<file path="config.mk">
export PLATFORM = sky130hd
export DESIGN_NAME = keypad_operand_entry
export DESIGN_NICKNAME = d
export VERILOG_FILES = /design/src/rtl/keypad_operand_entry.sv
export SDC_FILE = /design/constraint.sdc
export NUM_CORES = 1
export LEC_CHECK = 0
export CAP_MARGIN = 10
export CORE_MARGIN = 3
export CORE_UTILIZATION = 47
export DETAILED_ROUTE_END_ITERATION = 6
export DONT_BUFFER_PORTS = 1
export GPL_TIMING_DRIVEN = 0
export PLACE_DENSITY_LB_ADDON = 0.05
export SLEW_MARGIN = 10
export SYNTH_ARGS = -nofsm -noshare
export SYNTH_HDL_FRONTEND = slang
export SYNTH_SLANG_ARGS = --single-unit
</file>
<file path="constraint.sdc">
create_clock -name i_clk -period 11.65 [get_ports i_clk]
set_clock_uncertainty 0.2 [all_clocks]
set_input_delay 1.165 -clock i_clk [delete_from_list [all_inputs] [get_ports i_clk]]
set_output_delay 1.165 -clock i_clk [all_outputs]
set_load 0.02 [all_outputs]
</file>
<file path="src/rtl/keypad_operand_entry.sv">
// keypad_operand_entry: scans a 4x4 hex keypad, debounces presses and assembles
// an operand pair (A then B) for the adder.
//
// Ports:
//   i_clk         system clock, rising edge
//   i_rst_n       synchronous reset, active low
//   i_row_n[3:0]  keypad rows, active low, asynchronous to i_clk
//   o_col_n[3:0]  keypad column drive, one-hot active low
//   o_key_valid   one-cycle pulse when a debounced key is accepted
//   o_key_code    code of the last accepted key (4*row + col)
//   o_op_a        operand A
//   o_op_b        operand B
//   o_ops_valid   one-cycle pulse when op_a/op_b form a complete pair
//   o_phase       entry state: 00 WAIT_A, 01 WAIT_B, 10 SHOW
module keypad_operand_entry #(
    parameter int SCAN_DIV = 1000,
    parameter int DEBOUNCE = 4
) (
    input  logic       i_clk,
    input  logic       i_rst_n,
    input  logic [3:0] i_row_n,
    output logic [3:0] o_col_n,
    output logic       o_key_valid,
    output logic [3:0] o_key_code,
    output logic [3:0] o_op_a,
    output logic [3:0] o_op_b,
    output logic       o_ops_valid,
    output logic [1:0] o_phase
);
    localparam int DW = (SCAN_DIV > 1) ? $clog2(SCAN_DIV) : 1;
    localparam int CW = $clog2(DEBOUNCE + 1);

    typedef enum logic [1:0] {
        WAIT_A = 2'b00,
        WAIT_B = 2'b01,
        SHOW   = 2'b10
    } state_t;

    logic [DW-1:0] r_dwell;
    logic [1:0]    r_col;
    logic [3:0]    r_row_s1, r_row_s2;
    logic [15:0]   r_map;
    logic          r_cand_none;
    logic [3:0]    r_cand_code;
    logic [CW-1:0] r_cnt;
    logic          r_armed;
    logic          r_key_valid;
    logic [3:0]    r_key_code;
    state_t        r_state;
    logic [3:0]    r_op_a, r_op_b;
    logic          r_ops_valid;

    logic          w_tc, w_eval;
    logic [15:0]   w_frame;
    logic [4:0]    w_low_cnt;
    logic [3:0]    w_cand_code;
    logic          w_cand_none, w_same, w_hit, w_accept;
    logic [CW-1:0] w_cnt_next;
    state_t        w_state_next;
    logic [3:0]    w_op_a_next, w_op_b_next;
    logic          w_ops_valid_next;

    assign w_tc   = (r_dwell == DW'(SCAN_DIV - 1));
    assign w_eval = w_tc && (r_col == 2'd3);

    // Scan timing: dwell counter and column index
    always_ff @(posedge i_clk) begin
        if (!i_rst_n) begin
            r_dwell <= '0;
            r_col   <= 2'd0;
        end else begin
            r_dwell <= w_tc ? '0 : r_dwell + DW'(1);
            r_col   <= w_tc ? r_col + 2'd1 : r_col;
        end
    end

    assign o_col_n = ~(4'b0001 << r_col);

    // Two-flop synchronizer for the asynchronous row inputs
    always_ff @(posedge i_clk) begin
        if (!i_rst_n) begin
            r_row_s1 <= 4'hF;
            r_row_s2 <= 4'hF;
        end else begin
            r_row_s1 <= i_row_n;
            r_row_s2 <= r_row_s1;
        end
    end

    // Frame map with the current column's rows overlaid, so the column-3
    // evaluation sees the complete frame in the same cycle it is sampled.
    always_comb begin
        w_frame = r_map;
        for (int r = 0; r < 4; r++)
            w_frame[4*r + int'(r_col)] = r_row_s2[r];
    end

    always_ff @(posedge i_clk) begin
        if (!i_rst_n)
            r_map <= 16'hFFFF;
        else if (w_tc)
            r_map <= w_frame;
    end

    // A candidate exists only when exactly one key position reads low
    always_comb begin
        w_low_cnt   = 5'd0;
        w_cand_code = 4'd0;
        for (int k = 0; k < 16; k++) begin
            if (!w_frame[k]) begin
                w_low_cnt   = w_low_cnt + 5'd1;
                w_cand_code = 4'(k);
            end
        end
        w_cand_none = (w_low_cnt != 5'd1);
    end

    // NONE counts as a candidate value of its own for stability tracking
    assign w_same     = (w_cand_none && r_cand_none) ||
                        (!w_cand_none && !r_cand_none && (w_cand_code == r_cand_code));
    assign w_cnt_next = !w_same ? CW'(1) :
                        (r_cnt == CW'(DEBOUNCE)) ? r_cnt : r_cnt + CW'(1);
    assign w_hit      = (w_cnt_next == CW'(DEBOUNCE));
    assign w_accept   = w_eval && !w_cand_none && w_hit && r_armed;

    always_ff @(posedge i_clk) begin
        if (!i_rst_n) begin
            r_cand_none <= 1'b1;
            r_cand_code <= 4'd0;
            r_cnt       <= '0;
            r_armed     <= 1'b0;
            r_key_valid <= 1'b0;
            r_key_code  <= 4'd0;
        end else begin
            r_key_valid <= w_accept;
            if (w_eval) begin
                r_cand_none <= w_cand_none;
                r_cand_code <= w_cand_code;
                r_cnt       <= w_cnt_next;
                if (w_accept) begin
                    r_armed    <= 1'b0;
                    r_key_code <= w_cand_code;
                end else if (w_cand_none && w_hit) begin
                    r_armed <= 1'b1;
                end
            end
        end
    end

    // Entry FSM: state register
    always_ff @(posedge i_clk) begin
        if (!i_rst_n) begin
            r_state     <= WAIT_A;
            r_op_a      <= 4'd0;
            r_op_b      <= 4'd0;
            r_ops_valid <= 1'b0;
        end else begin
            r_state     <= w_state_next;
            r_op_a      <= w_op_a_next;
            r_op_b      <= w_op_b_next;
            r_ops_valid <= w_ops_valid_next;
        end
    end

    // Entry FSM: next state and operand updates
    always_comb begin
        w_state_next     = r_state;
        w_op_a_next      = r_op_a;
        w_op_b_next      = r_op_b;
        w_ops_valid_next = 1'b0;
        if (r_key_valid) begin
            case (r_state)
                WAIT_A, SHOW: begin
                    w_op_a_next  = r_key_code;
                    w_op_b_next  = 4'd0;
                    w_state_next = WAIT_B;
                end
                WAIT_B: begin
                    w_op_b_next      = r_key_code;
                    w_ops_valid_next = 1'b1;
                    w_state_next     = SHOW;
                end
                default: w_state_next = WAIT_A;
            endcase
        end
    end

    assign o_key_valid = r_key_valid;
    assign o_key_code  = r_key_code;
    assign o_op_a      = r_op_a;
    assign o_op_b      = r_op_b;
    assign o_ops_valid = r_ops_valid;
    assign o_phase     = r_state;
endmodule

</file>
==> flow_results.org, run 1 <==
** Global routing
- The first global-routing pass estimated between 15 and 20 mm of wire.
- Global routing finished with a remaining overflow of 0.
- Global routing used about a fifth of the available tracks.
- Largest net degree at the start of global routing :: 11
- Via count of the first global-routing pass :: approximately 3.4k
- Antenna violations before repair :: 0

** Cells and area
- Layout Cell Area excl Fill :: around 4700 um^2
- Area added between synthesis and finish :: 8.01%
- The layout has about 850 filler cells.
- In the layout the commonest cells are sky130_fd_sc_hd__nand2_1 (67), sky130_fd_sc_hd__dfxtp_1 (61), sky130_fd_sc_hd__nor2_1 (49).
- Final standard cell count with taps included and fillers excluded :: about 630
- Post-layout net count :: about 550
- Of the cells placed in the final design, the portion with a size suffix greater than 1 is a little under an eighth.
- The repair_antennas step left the layout with diodes totalling 0.
- Most common cell after layout, fill and taps aside :: sky130_fd_sc_hd__nand2_1

** Place
- Total of buffers placed on input and output ports :: 0
- The congestion estimate from routability-driven global placement came to around 0.8.
- Sum of net half-perimeters after detailed placement :: just over 7 mm
- Placed standard-cell area :: 4490 um^2
- The number of placed instances, taps included, is 617.

** Clocking
- CTS saw between 60 and 70 sinks.
- Number of H-tree levels :: 3
- For the worst-skew pair, the clock arrives at the later sink with an insertion delay of between 0.3 and 0.4 ns.
- The root buffer cell chosen for the clock tree is sky130_fd_sc_hd__clkbuf_8.
- After clock tree synthesis, the clock-pin slew on the worst setup and hold paths is 0.07 ns.
- The number of clock buffers added by TritonCTS is 9.
- TritonCTS clock tree :: built
- Cts-stage hold buffer count :: 0
- Maximum clock insertion buffer count :: 2

** STA
- Final hold vios :: 0
- Normalized max-slew margin :: approximately two fifths
- Summed over all failing endpoints, the final setup total negative slack is 0 ns.
- The final max-slew violation count was 0.
- Of the available clock period, the critical path in the final layout requires roughly 90%.
- Setup violations remaining at the end of the flow were counted as 0.
- Minimum clock period :: between 10 and 15 ns
- The tightest hold path in the finished design has a slack of between 0.2 and 0.25 ns.
- Setup repair after global routing missed its margin :: no
- At the pin with the least slew margin, the transition time is roughly 0.85 ns.
- Max Fclk :: 94.2 MHz

** Worst setup path
- The critical path starts at r_col[1]$_SDFFE_PN0N_.
- Worst endpoint data arrival time :: ~11 ns
- Counting stages on the worst path, the most repeated cell is sky130_fd_sc_hd__ha_1.
- Total buffers and inverters traversed by the critical path :: 8
- Req. time, crit path :: 11.72 ns
- STA classifies the critical path startpoint as a flip-flop.
- Largest delay contributor family on the critical path :: adder cells
- Reg-to-reg endpoint :: r_cnt[0]$_SDFFE_PN0P_
- The slowest stage of the critical path belongs to the cell sky130_fd_sc_hd__ha_1.
- Crit Path Category :: flip-flop to flip-flop
- STA classifies the critical path endpoint as a flip-flop.
- Depth of the critical timing path with buffers and inverters included :: 56
- In this run the critical register-to-register path is launched from r_col[1]$_SDFFE_PN0N_.
- Of all nets on the critical path, the largest fanout is 10.
- FF-to-FF path depth :: 56
- Reg2reg setup slack :: roughly 1.0 ns
- The most critical setup path has its endpoint at r_cnt[0]$_SDFFE_PN0P_.
- Slowest stage delay, CP :: around 0.4 ns

** Floorplanning
- Measured along the x axis, the die boundary spans 102 um.
- Total number of placement rows :: 34
- Die area :: 10500 um^2
- Core area :: roughly 8800 um^2
- Floorplan die height :: between 100 and 150 um
- In this run the count of I/O pins placed on the die edge is 26.
- Once the floorplan was initialized, standard cells occupied 49.3% of the core.

** Power and ir drop
- Relative contribution of combinational cells to total power :: 9.8%
- Power density relative to cell area :: 87.6 nW/um^2
- Internal power comes to between 0.3 and 0.4 mW.
- Worst vdd ir :: approximately 0.000079 V
- The analysis attributes to cell leakage a power of 1.99 nW.
- For this design the total switching power over the nets is roughly 0.10 mW.
- Clock network power share :: 38.7%
- Sequential group share of total power :: approximately half
- In this run switching power makes up about a quarter of total power.

** Detailed routing
- In the final routed layout, each cell accounts on average for 14.7 um.
- The routed design has roughly 9.3 mm of wire.
- After detailed routing, the number of remaining DRC violations is 0.
- The pre-antenna-repair detailed-routing pass consisted of 4 iterations.
- Using the TritonRoute via totals, the vias-per-cell ratio works out to 5.54.
- Once detail routing completed, the nets flagged for antenna violations numbered 0.
- In this run, the number of DRC markers left after iteration 0 of detailed routing was 150.
- Total number of vias :: roughly 3.5k

** Logic synthesis
- Unique masters post-synth :: 68
- Yosys printed 0 warnings.
- Share of synthesized flip-flops with an asynchronous set or reset :: 0%
- Area of the mapped netlist :: between 4000 and 5000 um^2
- Post-synthesis sequential element count :: 61
- After technology mapping, the gate count stands at approximately 510.
- Portion of the post-synthesis area used by sequential elements :: about 28%
- Average instance area after synthesis :: 8.56 um^2
- The most used flip-flop cell after synthesis is sky130_fd_sc_hd__dfxtp_1.
- Post-Synthesis Net Count :: 536
- Post-synth EDFFs :: 0

** Run
- Max-capacitance violation count :: 0

** Hold path
- Path category of the worst min-delay check :: flip-flop to flip-flop

** Run status
- Outcome :: completed
layer usage:
| metal | part of all wire (%) | track usage (%) | vias to the layer above |
|---|---|---|---|
| li1 | - | - | 1817 |
| met1 | 49 | 24.8 | 1628 |
| met2 | 48 | 31.8 | 47 |
| met3 | 3.2 | 3.41 | 6 |
| met4 | 0.58 | 6.26 | 0 |
| met5 | 0 | 0 | - |
repair_timing:
action	CTS	global route
setup endpoints to repair	0	10
buffers inserted	0	0
gates resized for setup	0	9
per-stage QoR:
| step | setup WS, ns | util [%] | total power [mW] |
|---|---|---|---|
| finish | 1.04 | 53.2 | 0.413 |
| global route | 0.0256 | 53.2 | 0.434 |
| CTS | 0.702 | 52.7 | 0.417 |
| detailed placement | 0.745 | 50.8 | 0.256 |
| global placement | 0.966 | 50.8 | 0.255 |
| floorplan | 1.87 | - | 0.248 |
kinds of logic after synthesis:
family | synth area share, %
AO/OA/AOI/OAI | 15.3
XOR/XNOR | 15.7
adder cells (fa/ha/maj) | 6.49
buffers and inverters | 3.82
flip-flops | 28.0
multiplexers | 8.15
AND/OR/NAND/NOR | 22.6
registers in the layout, indices dropped and copies added (netlist names):
| register | count |
|---|---|
| r_col | 2 |
| r_row_s2 | 4 |
| o_ops_valid | 1 |
| o_key_code | 4 |
| r_map | 16 |
| o_phase | 2 |
| r_armed | 1 |
| o_op_b | 4 |
| r_dwell | 10 |
| r_cnt | 3 |
| r_row_s1 | 4 |
| o_op_a | 4 |
| o_key_valid | 1 |
| r_cand_code | 4 |
| r_cand_none | 1 |
cell usage after synthesis (4+ instances only):
library cell / count / area (um^2)
sky130_fd_sc_hd__a211oi_1: 6 / 45.0
sky130_fd_sc_hd__xor2_1: 16 / 140
sky130_fd_sc_hd__nor2_1: 49 / 184
sky130_fd_sc_hd__ha_1: 21 / 263
sky130_fd_sc_hd__a22oi_1: 6 / 45.0
sky130_fd_sc_hd__nand2b_1: 11 / 68.8
sky130_fd_sc_hd__a21oi_1: 24 / 120
sky130_fd_sc_hd__o21ai_0: 6 / 30.0
sky130_fd_sc_hd__nand2_1: 67 / 251
sky130_fd_sc_hd__and2_1: 5 / 31.3
sky130_fd_sc_hd__buf_2: 4 / 20.0
sky130_fd_sc_hd__o211ai_1: 16 / 120
sky130_fd_sc_hd__dfxtp_1: 61 / 1220
sky130_fd_sc_hd__xnor2_1: 30 / 263
sky130_fd_sc_hd__inv_1: 20 / 75.1
sky130_fd_sc_hd__and3_1: 8 / 50.1
sky130_fd_sc_hd__nand3_1: 15 / 75.1
sky130_fd_sc_hd__nor2b_1: 7 / 43.8
sky130_fd_sc_hd__mux2_2: 8 / 90.1
sky130_fd_sc_hd__o21a_1: 7 / 52.6
sky130_fd_sc_hd__or4_1: 4 / 30.0
sky130_fd_sc_hd__o22ai_1: 4 / 25.0
sky130_fd_sc_hd__nor3_1: 13 / 65.1
sky130_fd_sc_hd__clkbuf_1: 14 / 52.6
sky130_fd_sc_hd__mux2i_1: 22 / 220
layout make-up:
class                           count  area, um^2  share of cell area, %
Multi-Input combinational cell    407        3020                   64.2
Sequential cell                    61        1220                   25.9
Clock buffer                       11         141                   3.00
Tap cell                          108         135                   2.87
Inverter                           22        82.6                   1.75
Buffer                             18        80.1                   1.70
Clock inverter                      4        25.0                  0.531
power by group through the flow:
stage / clock, mW / sequential (mW) / combinational (mW)
final: 0.160 / 0.212 / 0.0403
after global routing: 0.176 / 0.213 / 0.0457
after detailed placement: 0 / 0.217 / 0.0384
after CTS: 0.166 / 0.212 / 0.0386
after global placement: 0 / 0.217 / 0.0376
after floorplan: 0 / 0.217 / 0.0316
how the worst min path moves through the flow:
stage | start | to | slack, ns | cells past startpoint
after global routing | r_row_s1[0]$_SDFF_PN1_ | r_row_s2[0]$_SDFF_PN1_ | 0.25 | 1
after CTS | r_row_s1[0]$_SDFF_PN1_ | r_row_s2[0]$_SDFF_PN1_ | 0.24 | 1
final | r_row_s1[0]$_SDFF_PN1_ | r_row_s2[0]$_SDFF_PN1_ | 0.23 | 1
after global placement | r_dwell[0]$_SDFF_PP0_ | r_dwell[0]$_SDFF_PP0_ | 0.22 | 1
after detailed placement | r_row_s1[0]$_SDFF_PN1_ | r_row_s2[0]$_SDFF_PN1_ | 0.22 | 1
after floorplan | r_row_s1[0]$_SDFF_PN1_ | r_row_s2[0]$_SDFF_PN1_ | 0.19 | 1
Note: power is estimated with default switching activity, not from simulation.
==> inputs of run 2 (changes only) <==
clock period = 9.6 ns   (was 11.65 ns; I/O delays follow)
==> run 2 against run 1 <==
Power grew 52%. Highest routed layer unchanged. Largest cell class unchanged. Utilization grew 7.4 points. Critical path type unchanged. Setup slack lost 0.79 ns. Largest power group is now the clock network.
==> flow_results.org, run 2 (synthesis results as in run 1) <==
** Detailed routing
- The remaining antenna violation count after routing came to 0 (unchanged).
- The number of DRC violations after detailed-routing iteration 0 was 131 (was 150).
- The final wirelength was 10.4 mm (was 9.27 mm).
- Ratio of routed vias to standard cells :: 5.59 (was 5.54)
- The number of detailed-routing iterations run before antenna repair was 4 (unchanged).
- Wire length per cell after detailed routing :: 15.7 um (was 14.7 um)
- The via count of the routed design came to 3703 (was 3498).
- The detailed-route DRC error count is 0 (unchanged).

** Worst setup path
- Worst-path fanout max :: 4 (was 10)
- Endpoint type of the worst setup path :: flip-flop (unchanged)
- Req. time, crit path :: 9.65 ns (was 11.72 ns)
- The cell family contributing the most delay on the critical path was adder cells (unchanged).
- Total buffers and inverters traversed by the critical path :: 9 (was 8)
- The start-to-end type of the worst setup path is flip-flop to flip-flop (unchanged).
- The cell repeated most along the worst path is sky130_fd_sc_hd__ha_4 (was sky130_fd_sc_hd__ha_1).
- Crit start category :: flip-flop (unchanged)
- The endpoint arrival time on the critical path was 9.40 ns (was 10.69 ns).
- Slowest cell on the critical path :: sky130_fd_sc_hd__or4_4 (was sky130_fd_sc_hd__ha_1)
- Slowest stage delay, CP :: 0.49 ns (was 0.39 ns)

** STA
- Max Slew Vio Count :: 0 (unchanged)
- Transition time at the pin with the least slew margin :: 0.901 ns (was 0.853 ns)
- The fmax is 107 MHz (was 94.2 MHz).
- Final setup vio count :: 0 (unchanged)
- The tightest slew margin relative to the limit was 38.2% (was 41.5%).
- Setup repair after global routing missed its margin :: yes (was no)
- The worst hold slack after final layout came to 0.217 ns (was 0.231 ns).
- Minimum clock period :: 9.35 ns (was 10.61 ns)
- Final hold vios :: 0 (unchanged)
- The share of the clock period used by the worst path after layout is 97.4% (was 91.1%).

** Clocking
- The clock transition at the register clock pins on the worst setup and hold paths after CTS is 0.07 ns (about the same).
- CTS Root Buffer Type :: sky130_fd_sc_hd__clkbuf_8 (unchanged)
- Maximum clock insertion buffer count :: 2 (unchanged)
- Clock latency on the worst-skew pair :: 0.35 ns (was 0.33 ns)
- Number of clock sinks seen by CTS :: 61 (unchanged)
- TritonCTS clock tree :: built (unchanged)
- The number of buffers added by the clock tree synthesis step was 9 (unchanged).
- The CTS H-tree depth is 3 (unchanged).

** Floorplanning
- The chip width came to 102 um (unchanged).
- The floorplan core area was 8850 um^2 (unchanged).
- The initial core utilization is 49.3% (unchanged).
- Floorplan die height :: 102 um (unchanged)
- Top Ports :: 26 (unchanged)
- Die area :: 10500 um^2 (unchanged)
- The placement row count was 34 (unchanged).

** Place
- Sum of net half-perimeters after detailed placement :: 7.48 mm (was 7.12 mm)
- The placer's final routability congestion estimate came to 0.781 (was 0.817).
- Total of buffers placed on input and output ports :: 0 (unchanged)
- Placed standard-cell area :: 4560 um^2 (was 4490 um^2)
- Post-Place Cells :: 617 (unchanged)

** Cells and area
- The layout filler cell count came to 794 (was 847).
- The final instance area is 5360 um^2 (was 4710 um^2).
- Antenna cell count :: 0 (unchanged)
- Most common cell after layout, fill and taps aside :: sky130_fd_sc_hd__dfxtp_1 (was sky130_fd_sc_hd__nand2_1)
- Sequential cell area :: 1230 um^2 (was 1220 um^2)
- The largest register by flop count is r_map (unchanged).
- Top library cells by usage in the layout, fill and taps aside :: sky130_fd_sc_hd__dfxtp_1 (59), sky130_fd_sc_hd__nand2_1 (56), sky130_fd_sc_hd__nor2_1 (45) (was sky130_fd_sc_hd__nand2_1 (67), sky130_fd_sc_hd__dfxtp_1 (61), sky130_fd_sc_hd__nor2_1 (49))
- The area growth from synthesis to layout came to 22.9% (was 8.01%).
- Largest registers: r_map (16), r_dwell (10) (unchanged).
- Max reg flops :: 16 (unchanged)
- Post-layout net count :: 577 (was 546)
- The area of combinational cells with multiple inputs was 3300 um^2 (was 3020 um^2).
- Layout cell share with drive strength beyond 1 :: 26.1% (was 11.5%)
- Final standard cell count with taps included and fillers excluded :: 663 (was 631)

** Global routing
- The first-pass GRT wire length is 16.9 mm (was 16.0 mm).
- Via count of the first global-routing pass :: 3608 (was 3416)
- Combined global-route utilization of all metal layers :: 20.3% (was 19.0%)
- The global-route congestion overflow total was 0 (unchanged).
- The pin count of the biggest net entering global routing came to 12 (was 11).
- Antenna violations before repair :: 0 (unchanged)

** Run
- The count of max-cap constraint violations is 0 (unchanged).

** Hold path
- The class of the tightest hold or removal check is flip-flop to flip-flop (unchanged).

** Run status
- Outcome :: completed (unchanged)

** Power and ir drop
- Worst vdd ir :: 0.0000875 V (was 0.0000792 V)
- Power density relative to cell area :: 117 nW/um^2 (was 87.6 nW/um^2)
- The reported leakage power is 2.22 nW (was 1.99 nW).
[run 2: cell types whose count changed in the layout (fill, tap and decap cells not counted), sizes merged]
| cell | before | now |
|---|---|---|
| bufinv | 0 | 4 |
| clkbuf | 24 | 22 |
| buf | 5 | 36 |
| inv | 21 | 20 |
[run 2: repair_timing]
action,4_1_cts,5_1_grt
endpoints found under the hold margin,0,0
setup endpoints to repair,10,10
hold buffers,0,0
pin swaps,19,33
resized for setup,30,44
setup buffers,20,12
[run 2: layout make-up]
class / count / area share, %
plain buffers: 17 / 1.52
clock buffers: 9 / 2.31
clock inverters: 7 / 2.57
inverters: 22 / 1.75
multi-input cells: 407 / 61.6
flip-flops and latches: 61 / 22.9
well taps: 108 / 2.52
repair buffers: 32 / 4.79
[run 2: final timing paths]
path,startpoint,end,slack (ns),depth (start not counted)
setup reg to reg,r_col[0]$_SDFFE_PN0N_,r_cnt[2]$_SDFFE_PN0P_,0.25,55
setup / recovery,r_col[0]$_SDFFE_PN0N_,r_cnt[2]$_SDFFE_PN0P_,0.25,55
hold reg to reg,r_row_s1[3]$_SDFF_PN1_,r_row_s2[3]$_SDFF_PN1_,0.22,1
hold / removal,r_row_s1[3]$_SDFF_PN1_,r_row_s2[3]$_SDFF_PN1_,0.22,1
[run 2: layer usage]
layer / wire [um] / global-route usage (%)
met1: 5080 / 27.9
met2: 4870 / 32.8
met3: 351 / 4.23
met4: 98 / 4.74
met5: 0 / 0
[run 2: where the power goes]
group / total (mW) / internal (mW) / switching, mW
combinational: 0.0694 / 0.0329 / 0.0365
clock: 0.300 / 0.198 / 0.102
sequential: 0.257 / 0.255 / 0.00208
[run 2: stage by stage]
stage | utilization (%) | setup WS (ns) | TNS (ns) | power, mW
after global routing | 60.6 | -0.334 | -2.19 | 0.651
after CTS | 57.8 | 0.0101 | 0 | 0.625
after detailed placement | 51.6 | -1.04 | -8.19 | 0.314
after floorplan | - | 0.0447 | 0 | 0.305
after global placement | 51.6 | -0.831 | -6.40 | 0.313
final | 60.6 | 0.247 | 0 | 0.626
